$ cat src/rtl/mem_arbiter_if.sv
// Bundle of the IFU, LSU and memory-side handshake signals around mem_arbiter.
//   slave  : arbiter view (request inputs, memory responses in; grants, memory request out)
//   master : environment view (core units plus memory wrapper), the mirror image
// Parameters: AW address width, DW data width; the write mask is DW/8 bits.
interface mem_arbiter_if #(
  parameter int unsigned AW = 32,
  parameter int unsigned DW = 32
);
  localparam int unsigned MW = DW / 8;

  logic          ifu_req_valid;
  logic          ifu_req_ready;
  logic [AW-1:0] ifu_addr;
  logic          ifu_resp_valid;
  logic [DW-1:0] ifu_rdata;

  logic          lsu_req_valid;
  logic          lsu_req_ready;
  logic [AW-1:0] lsu_addr;
  logic          lsu_wen;
  logic [DW-1:0] lsu_wdata;
  logic [MW-1:0] lsu_wmask;
  logic          lsu_resp_valid;
  logic [DW-1:0] lsu_rdata;

  logic          mem_req_valid;
  logic          mem_req_ready;
  logic [AW-1:0] mem_addr;
  logic          mem_wen;
  logic [DW-1:0] mem_wdata;
  logic [MW-1:0] mem_wmask;
  logic          mem_resp_valid;
  logic [DW-1:0] mem_rdata;

  modport slave (
    input  ifu_req_valid, ifu_addr,
    input  lsu_req_valid, lsu_addr, lsu_wen, lsu_wdata, lsu_wmask,
    input  mem_req_ready, mem_resp_valid, mem_rdata,
    output ifu_req_ready, ifu_resp_valid, ifu_rdata,
    output lsu_req_ready, lsu_resp_valid, lsu_rdata,
    output mem_req_valid, mem_addr, mem_wen, mem_wdata, mem_wmask
  );

  modport master (
    output ifu_req_valid, ifu_addr,
    output lsu_req_valid, lsu_addr, lsu_wen, lsu_wdata, lsu_wmask,
    output mem_req_ready, mem_resp_valid, mem_rdata,
    input  ifu_req_ready, ifu_resp_valid, ifu_rdata,
    input  lsu_req_ready, lsu_resp_valid, lsu_rdata,
    input  mem_req_valid, mem_addr, mem_wen, mem_wdata, mem_wmask
  );
endinterface

$ cat src/rtl/mem_arbiter.sv
// Shares the single external memory port between the instruction-fetch unit (IFU) and the
// load/store unit (LSU). One transaction at a time: grant (IDLE) -> memory request (REQ) ->
// wait for the response (WAIT) -> one-cycle response pulse to the owner.
// Ports:
//   clk  : clock, everything updates on the rising edge
//   rst  : synchronous active-low reset
//   bus  : mem_arbiter_if.slave, IFU/LSU request+response and memory request+response
//   busy : high whenever a transaction is in flight (state is not IDLE)
// Configuration macro ARB_RR_EN:
//   undefined : fixed priority, LSU over IFU (the LSU holds the older instruction)
//   defined   : round-robin on ties using a 1-bit last-grant register (resets to LSU)
module mem_arbiter #(
  parameter int unsigned AW = 32,
  parameter int unsigned DW = 32
) (
  input  logic         clk,
  input  logic         rst,
  mem_arbiter_if.slave bus,
  output logic         busy
);
  localparam int unsigned MW = DW / 8;

  typedef enum logic [1:0] {StIdle, StReq, StWait} state_e;
  typedef enum logic [1:0] {OwnNone, OwnIfu, OwnLsu} owner_e;

  state_e        state_q, state_d;
  owner_e        owner_q;
  logic [AW-1:0] addr_q;
  logic          wen_q;
  logic [DW-1:0] wdata_q;
  logic [MW-1:0] wmask_q;
  logic          ifu_resp_valid_q, lsu_resp_valid_q;
  logic [DW-1:0] ifu_rdata_q, lsu_rdata_q;
  logic          grant_ifu, grant_lsu;
  logic          idle;
`ifdef ARB_RR_EN
  logic          last_lsu_q;  // 1: the LSU received the most recent grant
`endif

  // Gated by rst so no ready is offered while reset is held.
  assign idle = rst && (state_q == StIdle);

  always_comb begin
    grant_ifu = 1'b0;
    grant_lsu = 1'b0;
    state_d   = state_q;
    if (idle) begin
`ifdef ARB_RR_EN
      if (bus.ifu_req_valid && bus.lsu_req_valid) begin
        grant_ifu = last_lsu_q;
        grant_lsu = !last_lsu_q;
      end else begin
        grant_ifu = bus.ifu_req_valid;
        grant_lsu = bus.lsu_req_valid;
      end
`else
      grant_lsu = bus.lsu_req_valid;
      grant_ifu = bus.ifu_req_valid && !bus.lsu_req_valid;
`endif
    end
    unique case (state_q)
      StIdle:  if (grant_ifu || grant_lsu) state_d = StReq;
      StReq:   if (bus.mem_req_ready) state_d = StWait;
      StWait:  if (bus.mem_resp_valid) state_d = StIdle;
      default: state_d = StIdle;
    endcase
  end

  always_ff @(posedge clk) begin
    if (!rst) begin
      state_q          <= StIdle;
      owner_q          <= OwnNone;
      addr_q           <= '0;
      wen_q            <= 1'b0;
      wdata_q          <= '0;
      wmask_q          <= '0;
      ifu_resp_valid_q <= 1'b0;
      lsu_resp_valid_q <= 1'b0;
      ifu_rdata_q      <= '0;
      lsu_rdata_q      <= '0;
`ifdef ARB_RR_EN
      last_lsu_q       <= 1'b1;
`endif
    end else begin
      state_q          <= state_d;
      ifu_resp_valid_q <= 1'b0;
      lsu_resp_valid_q <= 1'b0;
      if (grant_lsu) begin
        owner_q <= OwnLsu;
        addr_q  <= bus.lsu_addr;
        wen_q   <= bus.lsu_wen;
        wdata_q <= bus.lsu_wdata;
        wmask_q <= bus.lsu_wmask;
      end else if (grant_ifu) begin
        owner_q <= OwnIfu;
        addr_q  <= bus.ifu_addr;
        wen_q   <= 1'b0;
        wdata_q <= '0;
        wmask_q <= '0;
      end
      // Responses only count in WAIT; a stray strobe elsewhere is dropped.
      if (state_q == StWait && bus.mem_resp_valid) begin
        owner_q <= OwnNone;
        if (owner_q == OwnIfu) begin
          ifu_resp_valid_q <= 1'b1;
          ifu_rdata_q      <= bus.mem_rdata;
        end
        if (owner_q == OwnLsu) begin
          lsu_resp_valid_q <= 1'b1;
          lsu_rdata_q      <= wen_q ? '0 : bus.mem_rdata;
        end
      end
`ifdef ARB_RR_EN
      if (grant_ifu || grant_lsu) last_lsu_q <= grant_lsu;
`endif
    end
  end

  assign bus.ifu_req_ready  = grant_ifu;
  assign bus.lsu_req_ready  = grant_lsu;
  assign bus.mem_req_valid  = rst && (state_q == StReq);
  assign bus.mem_addr       = addr_q;
  assign bus.mem_wen        = wen_q;
  assign bus.mem_wdata      = wdata_q;
  assign bus.mem_wmask      = wmask_q;
  assign bus.ifu_resp_valid = ifu_resp_valid_q;
  assign bus.ifu_rdata      = ifu_rdata_q;
  assign bus.lsu_resp_valid = lsu_resp_valid_q;
  assign bus.lsu_rdata      = lsu_rdata_q;
  assign busy               = (state_q != StIdle);

endmodule

$ cat src/flat_wrapper.sv
// flat-port wrapper written by rule: the top's interface ports become plain ports
module mem_arbiter_flat 
#(
  parameter int unsigned AW = 32,
  parameter int unsigned DW = 32
)
  (clk, rst, busy, bus_ifu_req_valid, bus_ifu_addr, bus_lsu_req_valid, bus_lsu_addr, bus_lsu_wen, bus_lsu_wdata, bus_lsu_wmask, bus_mem_req_ready, bus_mem_resp_valid, bus_mem_rdata, bus_ifu_req_ready, bus_ifu_resp_valid, bus_ifu_rdata, bus_lsu_req_ready, bus_lsu_resp_valid, bus_lsu_rdata, bus_mem_req_valid, bus_mem_addr, bus_mem_wen, bus_mem_wdata, bus_mem_wmask);
  mem_arbiter_if #(.AW(AW), .DW(DW)) bus_i ();
  input  logic clk;
  input  logic rst;
  output logic busy;
  input wire logic [$bits(bus_i.ifu_req_valid)-1:0] bus_ifu_req_valid;
  input wire logic [$bits(bus_i.ifu_addr)-1:0] bus_ifu_addr;
  input wire logic [$bits(bus_i.lsu_req_valid)-1:0] bus_lsu_req_valid;
  input wire logic [$bits(bus_i.lsu_addr)-1:0] bus_lsu_addr;
  input wire logic [$bits(bus_i.lsu_wen)-1:0] bus_lsu_wen;
  input wire logic [$bits(bus_i.lsu_wdata)-1:0] bus_lsu_wdata;
  input wire logic [$bits(bus_i.lsu_wmask)-1:0] bus_lsu_wmask;
  input wire logic [$bits(bus_i.mem_req_ready)-1:0] bus_mem_req_ready;
  input wire logic [$bits(bus_i.mem_resp_valid)-1:0] bus_mem_resp_valid;
  input wire logic [$bits(bus_i.mem_rdata)-1:0] bus_mem_rdata;
  output wire logic [$bits(bus_i.ifu_req_ready)-1:0] bus_ifu_req_ready;
  output wire logic [$bits(bus_i.ifu_resp_valid)-1:0] bus_ifu_resp_valid;
  output wire logic [$bits(bus_i.ifu_rdata)-1:0] bus_ifu_rdata;
  output wire logic [$bits(bus_i.lsu_req_ready)-1:0] bus_lsu_req_ready;
  output wire logic [$bits(bus_i.lsu_resp_valid)-1:0] bus_lsu_resp_valid;
  output wire logic [$bits(bus_i.lsu_rdata)-1:0] bus_lsu_rdata;
  output wire logic [$bits(bus_i.mem_req_valid)-1:0] bus_mem_req_valid;
  output wire logic [$bits(bus_i.mem_addr)-1:0] bus_mem_addr;
  output wire logic [$bits(bus_i.mem_wen)-1:0] bus_mem_wen;
  output wire logic [$bits(bus_i.mem_wdata)-1:0] bus_mem_wdata;
  output wire logic [$bits(bus_i.mem_wmask)-1:0] bus_mem_wmask;
  assign bus_i.ifu_req_valid = bus_ifu_req_valid;
  assign bus_i.ifu_addr = bus_ifu_addr;
  assign bus_i.lsu_req_valid = bus_lsu_req_valid;
  assign bus_i.lsu_addr = bus_lsu_addr;
  assign bus_i.lsu_wen = bus_lsu_wen;
  assign bus_i.lsu_wdata = bus_lsu_wdata;
  assign bus_i.lsu_wmask = bus_lsu_wmask;
  assign bus_i.mem_req_ready = bus_mem_req_ready;
  assign bus_i.mem_resp_valid = bus_mem_resp_valid;
  assign bus_i.mem_rdata = bus_mem_rdata;
  assign bus_ifu_req_ready = bus_i.ifu_req_ready;
  assign bus_ifu_resp_valid = bus_i.ifu_resp_valid;
  assign bus_ifu_rdata = bus_i.ifu_rdata;
  assign bus_lsu_req_ready = bus_i.lsu_req_ready;
  assign bus_lsu_resp_valid = bus_i.lsu_resp_valid;
  assign bus_lsu_rdata = bus_i.lsu_rdata;
  assign bus_mem_req_valid = bus_i.mem_req_valid;
  assign bus_mem_addr = bus_i.mem_addr;
  assign bus_mem_wen = bus_i.mem_wen;
  assign bus_mem_wdata = bus_i.mem_wdata;
  assign bus_mem_wmask = bus_i.mem_wmask;
  mem_arbiter #(.AW(AW), .DW(DW)) u_core (.clk(clk), .rst(rst), .bus(bus_i), .busy(busy));
endmodule
$ cat config.mk
export PLATFORM = sky130hd
export DESIGN_NAME = mem_arbiter_flat
export DESIGN_NICKNAME = d
export VERILOG_FILES = /design/src/rtl/mem_arbiter_if.sv /design/src/rtl/mem_arbiter.sv /design/src/flat_wrapper.sv
export SDC_FILE = /design/constraint.sdc
export NUM_CORES = 1
export LEC_CHECK = 0
export ABC_CLOCK_PERIOD_IN_PS = 2040
export CAP_MARGIN = 20
export CORE_UTILIZATION = 35
export DETAILED_ROUTE_END_ITERATION = 6
export PLACE_DENSITY = 0.71
export SLEW_MARGIN = 20
export SYNTH_ARGS = -nofsm -noshare
export SYNTH_HDL_FRONTEND = slang
export SYNTH_SLANG_ARGS = --single-unit
$ cat constraint.sdc
create_clock -name clk -period 2.04 [get_ports clk]
set_input_delay 0.408 -clock clk [delete_from_list [all_inputs] [get_ports clk]]
set_output_delay 0.408 -clock clk [all_outputs]
set_load 0.02 [all_outputs]
### Word level (Yosys, flattened, before mapping)

Cells that the tools add are included.

* register bits: 139
* input port bits: 139
* output and inout port bits: 139
* word-level logic and storage cells: 53

* equal/unequal tests: 7
* multiplexer cells: 19
* bitwise logic cells: 1
* reductions and logical operators: 15

Operator list (number)
* $mux 32: 5
* $mux 2: 5
* $mux 4: 2
* $mux 1: 6
* $ne 2x2->1 const B: 3
* $pmux 2 s3: 1
* $reduce_and 2->1: 3
* $eq 2x1->1 const B: 2
* $eq 2x2->1 const B: 2
* $logic_and 1x1->1: 4
* $reduce_bool 2->1: 2
* $reduce_and 3->1: 1
* $reduce_or 3->1: 1
* $logic_not 2->1: 1
* $reduce_or 2->1: 1
* $logic_not 1->1: 1
* $logic_or 1x1->1: 1
* $not 1->1: 1

### Longest topological paths before layout

* depth after elaboration: 6
* gate-level depth with buffers: 6
* depth with buffers taken out: 4

### Worst setup path before layout

No wires, ideal clock.

* path type: input to output
* start: input bus_lsu_req_valid
* end: output bus_ifu_req_ready
* arrival time: 1.466 ns
* required time: 1.632 ns
* slack: 0.166 ns
* cell stages on the path: 4
* path buffers: 2
* path through: or4b_1 -> buf_6 -> buf_12 -> nor2_1

* longest elaborated chain between the ends: 3

Ends and longest elaborated chain
* start: declaration: line flat_wrapper.sv:14 `input wire logic [$bits(bus_i.lsu_req_valid)-1:0] bus_lsu_req_valid;`
* $logic_not 1->1: line mem_arbiter.sv:58 `grant_ifu = bus.ifu_req_valid && !bus.lsu_req_valid;`
* $logic_and 1x1->1: line mem_arbiter.sv:58
* $mux 1: line mem_arbiter.sv:47 `if (idle) begin`
* end: declaration: line flat_wrapper.sv:22 `output wire logic [$bits(bus_i.ifu_req_ready)-1:0] bus_ifu_req_ready;`

No other way between the ends.

### Final worst setup path

* start: register u_core.state_q[0]
* end: output bus_lsu_req_ready

* longest elaborated chain between the ends: 3

Ends and longest elaborated chain
* start: declaration: line mem_arbiter.sv:26 `state_e state_q, state_d;`
* start signal: assignment: line mem_arbiter.sv:71 `state_q <= StIdle;`
* start signal: assignment: line mem_arbiter.sv:85 `state_q <= state_d;`
* $logic_not 2->1: line mem_arbiter.sv:41 `assign idle = rst && (state_q == StIdle);`
* $logic_and 1x1->1: line mem_arbiter.sv:41
* $mux 1: line mem_arbiter.sv:47
* end: declaration: line flat_wrapper.sv:25 `output wire logic [$bits(bus_i.lsu_req_ready)-1:0] bus_lsu_req_ready;`

No other way between the ends.

==> impl_results.md <==
- Run status: completed
- Setup-failing EPs final: 0
- CP Data Required Time: 1.63 ns
- Nets: 941
- Tmin final: 1.98 ns
- Core area: 15900 µm²
- Area growth, synth to finish: 61.2%
- Top post-synthesis cells by area: dfxtp_1, mux2i_1, o221ai_2
- 1st-iter DRT viols: 223
- Worst Hold Class: in2reg
- M1 GR Usage: 20.8%
- Final std cells w/o fill: 1032
- Critical Path Source Type: flop
- Sequential-to-total area share from yosys stat: 48.8%
- Largest net degree at the start of global routing: 163
- Post-route clock period utilization: 97.1%
- Min-Delay Startpoint: rst
- Total gr overflow: 0
- Remaining antenna violation count: 0
- Internal power: 5.29 mW
- Clk Tree Root Cell: clkbuf_16
- I/O Pins: 278
- Hold_ws: 0.321 ns
- Peak supply drop: 530 µV
- Hold Path Sink: u_core.owner_q[1]
- Vias in the first global route: 4808
- Multi-input logic area: 2480 µm²
- Number of buffers created by CTS: 17
- Post-synth EDFFs: 0
- Most used routing layer: met2
- Clk_skew: 0.00623 ns
- Worst EP arrival: 1.57 ns
- Routed wire length: 16.2 mm
- Max Slew Vio Count: 0
- Layout cells sized above 1: 14.2%
- Synth warn: 0
- Worst-Margin Slew: 0.704 ns
- CTS tree: yes
- Fmax: 0.505 GHz
- Mapped Area: 5710 µm²
- Critical Path End Type: primary output
- R2R Path End: u_core.bus.mem_wdata[14]
- Fill count: 1377
- Count leader, synth: dfxtp_1
- Met3 Track Usage GR: 6.03%
- Antenna violations before repair: 0
- Post-detail-place hpwl: 11.5 mm
- Die area: 16800 µm²
- Setup CP Type: reg2out
- R2r setup slk: 0.34 ns
- Post-Place Cells: 999
- Maximum buffer depth of the clock tree: 2
- Hold Path Depth: 3
- Hold-fix buffers, CTS: 0
- Worst slew margin: 53.1%
- Die Height: 130 µm
- Post-CTS setup buffers: 0
- Avg Cell Area, Syn: 10.5 µm²
- IO Port Bufs: 277
- Yosys reg bits: 139
- Register area: 2780 µm²
- Top FF cell, synth: dfxtp_1
- Sw power: 1.78 mW
- Synth Net Count: 681
- R2r worst-path depth: 5
- All-Layer GR Usage: 18.9%
- R2r startpoint: u_core.state_q[0]
- Worst-path maximum fanout: 7
- Ys async rst share: 0%
- Std cell rows: 46
- Distinct cells, synth: 34
- Gate power share: 15.8%
- Static leakage: 3.21 nW
- Die width: 130 µm
- Clk_lat worst skew: 0.41 ns
- Max-Cap Viols: 0
- Largest area contributor in the netlist: dfxtp_1
- DR pass1 iterations: 4
- Via-to-Cell Ratio: 4.67
- # DRC: 0
- Post-DR wirelength/cell: 15.7 µm
- Setup TNS: 0 ns
- RSZ-0062 raised after global routing: no
- Share of the core filled with cells: 57.9%
- PD cells: 769 nW/µm²
- Global routing usage on met2: 33.6%
- Sequential share of power: 40.8%
- Clock transition at the registers of the reported paths: 0.06 ns
- Final Hold Fails: 0
- Global-route wire length before repair: 24.5 mm
- Synth cell count leaders: dfxtp_1, nand2_1, mux2i_1, a22o_1, inv_1
- RePlAce Congestion: 0.791
- Switching share of power: 25.2%
- H-tree depth: 4
- Routed via count: 4821
- CTS sink cnt: 139
- Syn Inst Count: 542
- Synth top area share: 48.8%
- Clk pwr share: 43.3%
- Starting Density: 35.9%
[registers in the layout (all words and copies together), names as in the netlist, 2 cells and up]
name / flops
u_core.state_q: 2
u_core.bus.lsu_rdata: 32
u_core.bus.mem_wmask: 4
u_core.bus.mem_wdata: 32
u_core.bus.mem_addr: 32
u_core.bus.ifu_rdata: 32
u_core.owner_q: 2
[power groups by stage]
stage | sequential (mW) | clock, mW | combinational (mW)
4_1_cts | 2.89 | 3.15 | 1.13
5_1_grt | 2.90 | 3.28 | 1.19
3_5_place_dp | 2.94 | 0 | 1.13
6_report | 2.89 | 3.06 | 1.12
3_3_place_gp | 2.94 | 0 | 1.10
2_1_floorplan | 3.07 | 0 | 0.431
[kinds of logic after synthesis]
| kind of cell | Yosys count | share of synthesized area [%] |
|---|---|---|
| AND/OR/NAND/NOR | 147 | 12.8 |
| buffers and inverters | 85 | 8.09 |
| AO/OA/AOI/OAI | 107 | 19.1 |
| multiplexers | 64 | 11.2 |
| flip-flops | 139 | 48.8 |
[final cells by class]
| class | count | share of cell area, % |
|---|---|---|
| inverters | 36 | 1.47 |
| clock buffers | 19 | 4.93 |
| clock inverters | 13 | 1.54 |
| repair buffers | 290 | 31.9 |
| well taps | 216 | 2.94 |
| flip-flops and latches | 139 | 30.3 |
| multi-input cells | 318 | 27.0 |
| diodes | 1 | 0.0272 |
[routing by layer]
layer / vias to the layer above / share of wire (%)
met5: - / 0
met4: 0 / 1.7
met3: 17 / 7.3
met2: 155 / 51
met1: 2241 / 40
li1: 2408 / -
[worst max-delay path by stage]
stage,start,to,cells after the start
3_5_place_dp,bus_ifu_req_valid,bus_ifu_req_ready,4
5_1_grt,u_core.state_q[0],bus_lsu_req_ready,4
3_3_place_gp,bus_ifu_req_valid,bus_ifu_req_ready,4
4_1_cts,bus_ifu_req_valid,bus_ifu_req_ready,4
6_report,u_core.state_q[0],bus_lsu_req_ready,4
2_1_floorplan,bus_lsu_req_valid,bus_ifu_req_ready,4
[stage by stage]
step                      cell area (µm²)  total power, mW  setup slack (ns)
after CTS                            9190             7.17          0.000264
after floorplan                      5710             3.50             0.166
final                                9200             7.07            0.0598
after global placement               8580             4.04            -0.669
after detailed placement             8580             4.07            -0.657
after global routing                 9190             7.37            0.0105
[cells in the final DEF, fill, tap and decap left out, drive strengths merged]
| cell type | n |
|---|---|
| clkdlybuf4s50 | 270 |
| bufinv | 2 |
| nand2b | 1 |
| dlymetal6s2s | 1 |
| a31oi | 1 |
| nand2 | 96 |
| clkinvlp | 3 |
| clkbuf | 19 |
| o21a | 1 |
| a22o | 37 |
| o21ai | 1 |
| and3 | 2 |
| nor3b | 2 |
| clkinv | 6 |
| a21oi | 35 |
| dlygate4sd2 | 3 |
| and2 | 2 |
| buf | 16 |
| diode | 1 |
| or3 | 1 |
| dfxtp | 139 |
| nand3b | 33 |
| or4b | 1 |
| or3b | 1 |
| o221ai | 32 |
| and3b | 2 |
| mux2i | 64 |
| nor2 | 5 |
| nor2b | 1 |
| inv | 38 |
[repair_timing]
item	4_1_cts	5_1_grt
resized for setup	20	1
gates cloned	0	0
endpoints found under the setup margin	4	1
pin swaps	1	0
[worst max-delay path, cell delays in order, from the launching register on]
cell     delay [ns]
dfxtp_1        0.32
buf_4          0.16
or3b_4         0.41
nor2_4         0.14
buf_6          0.13
(Power assumes the default switching activity.)
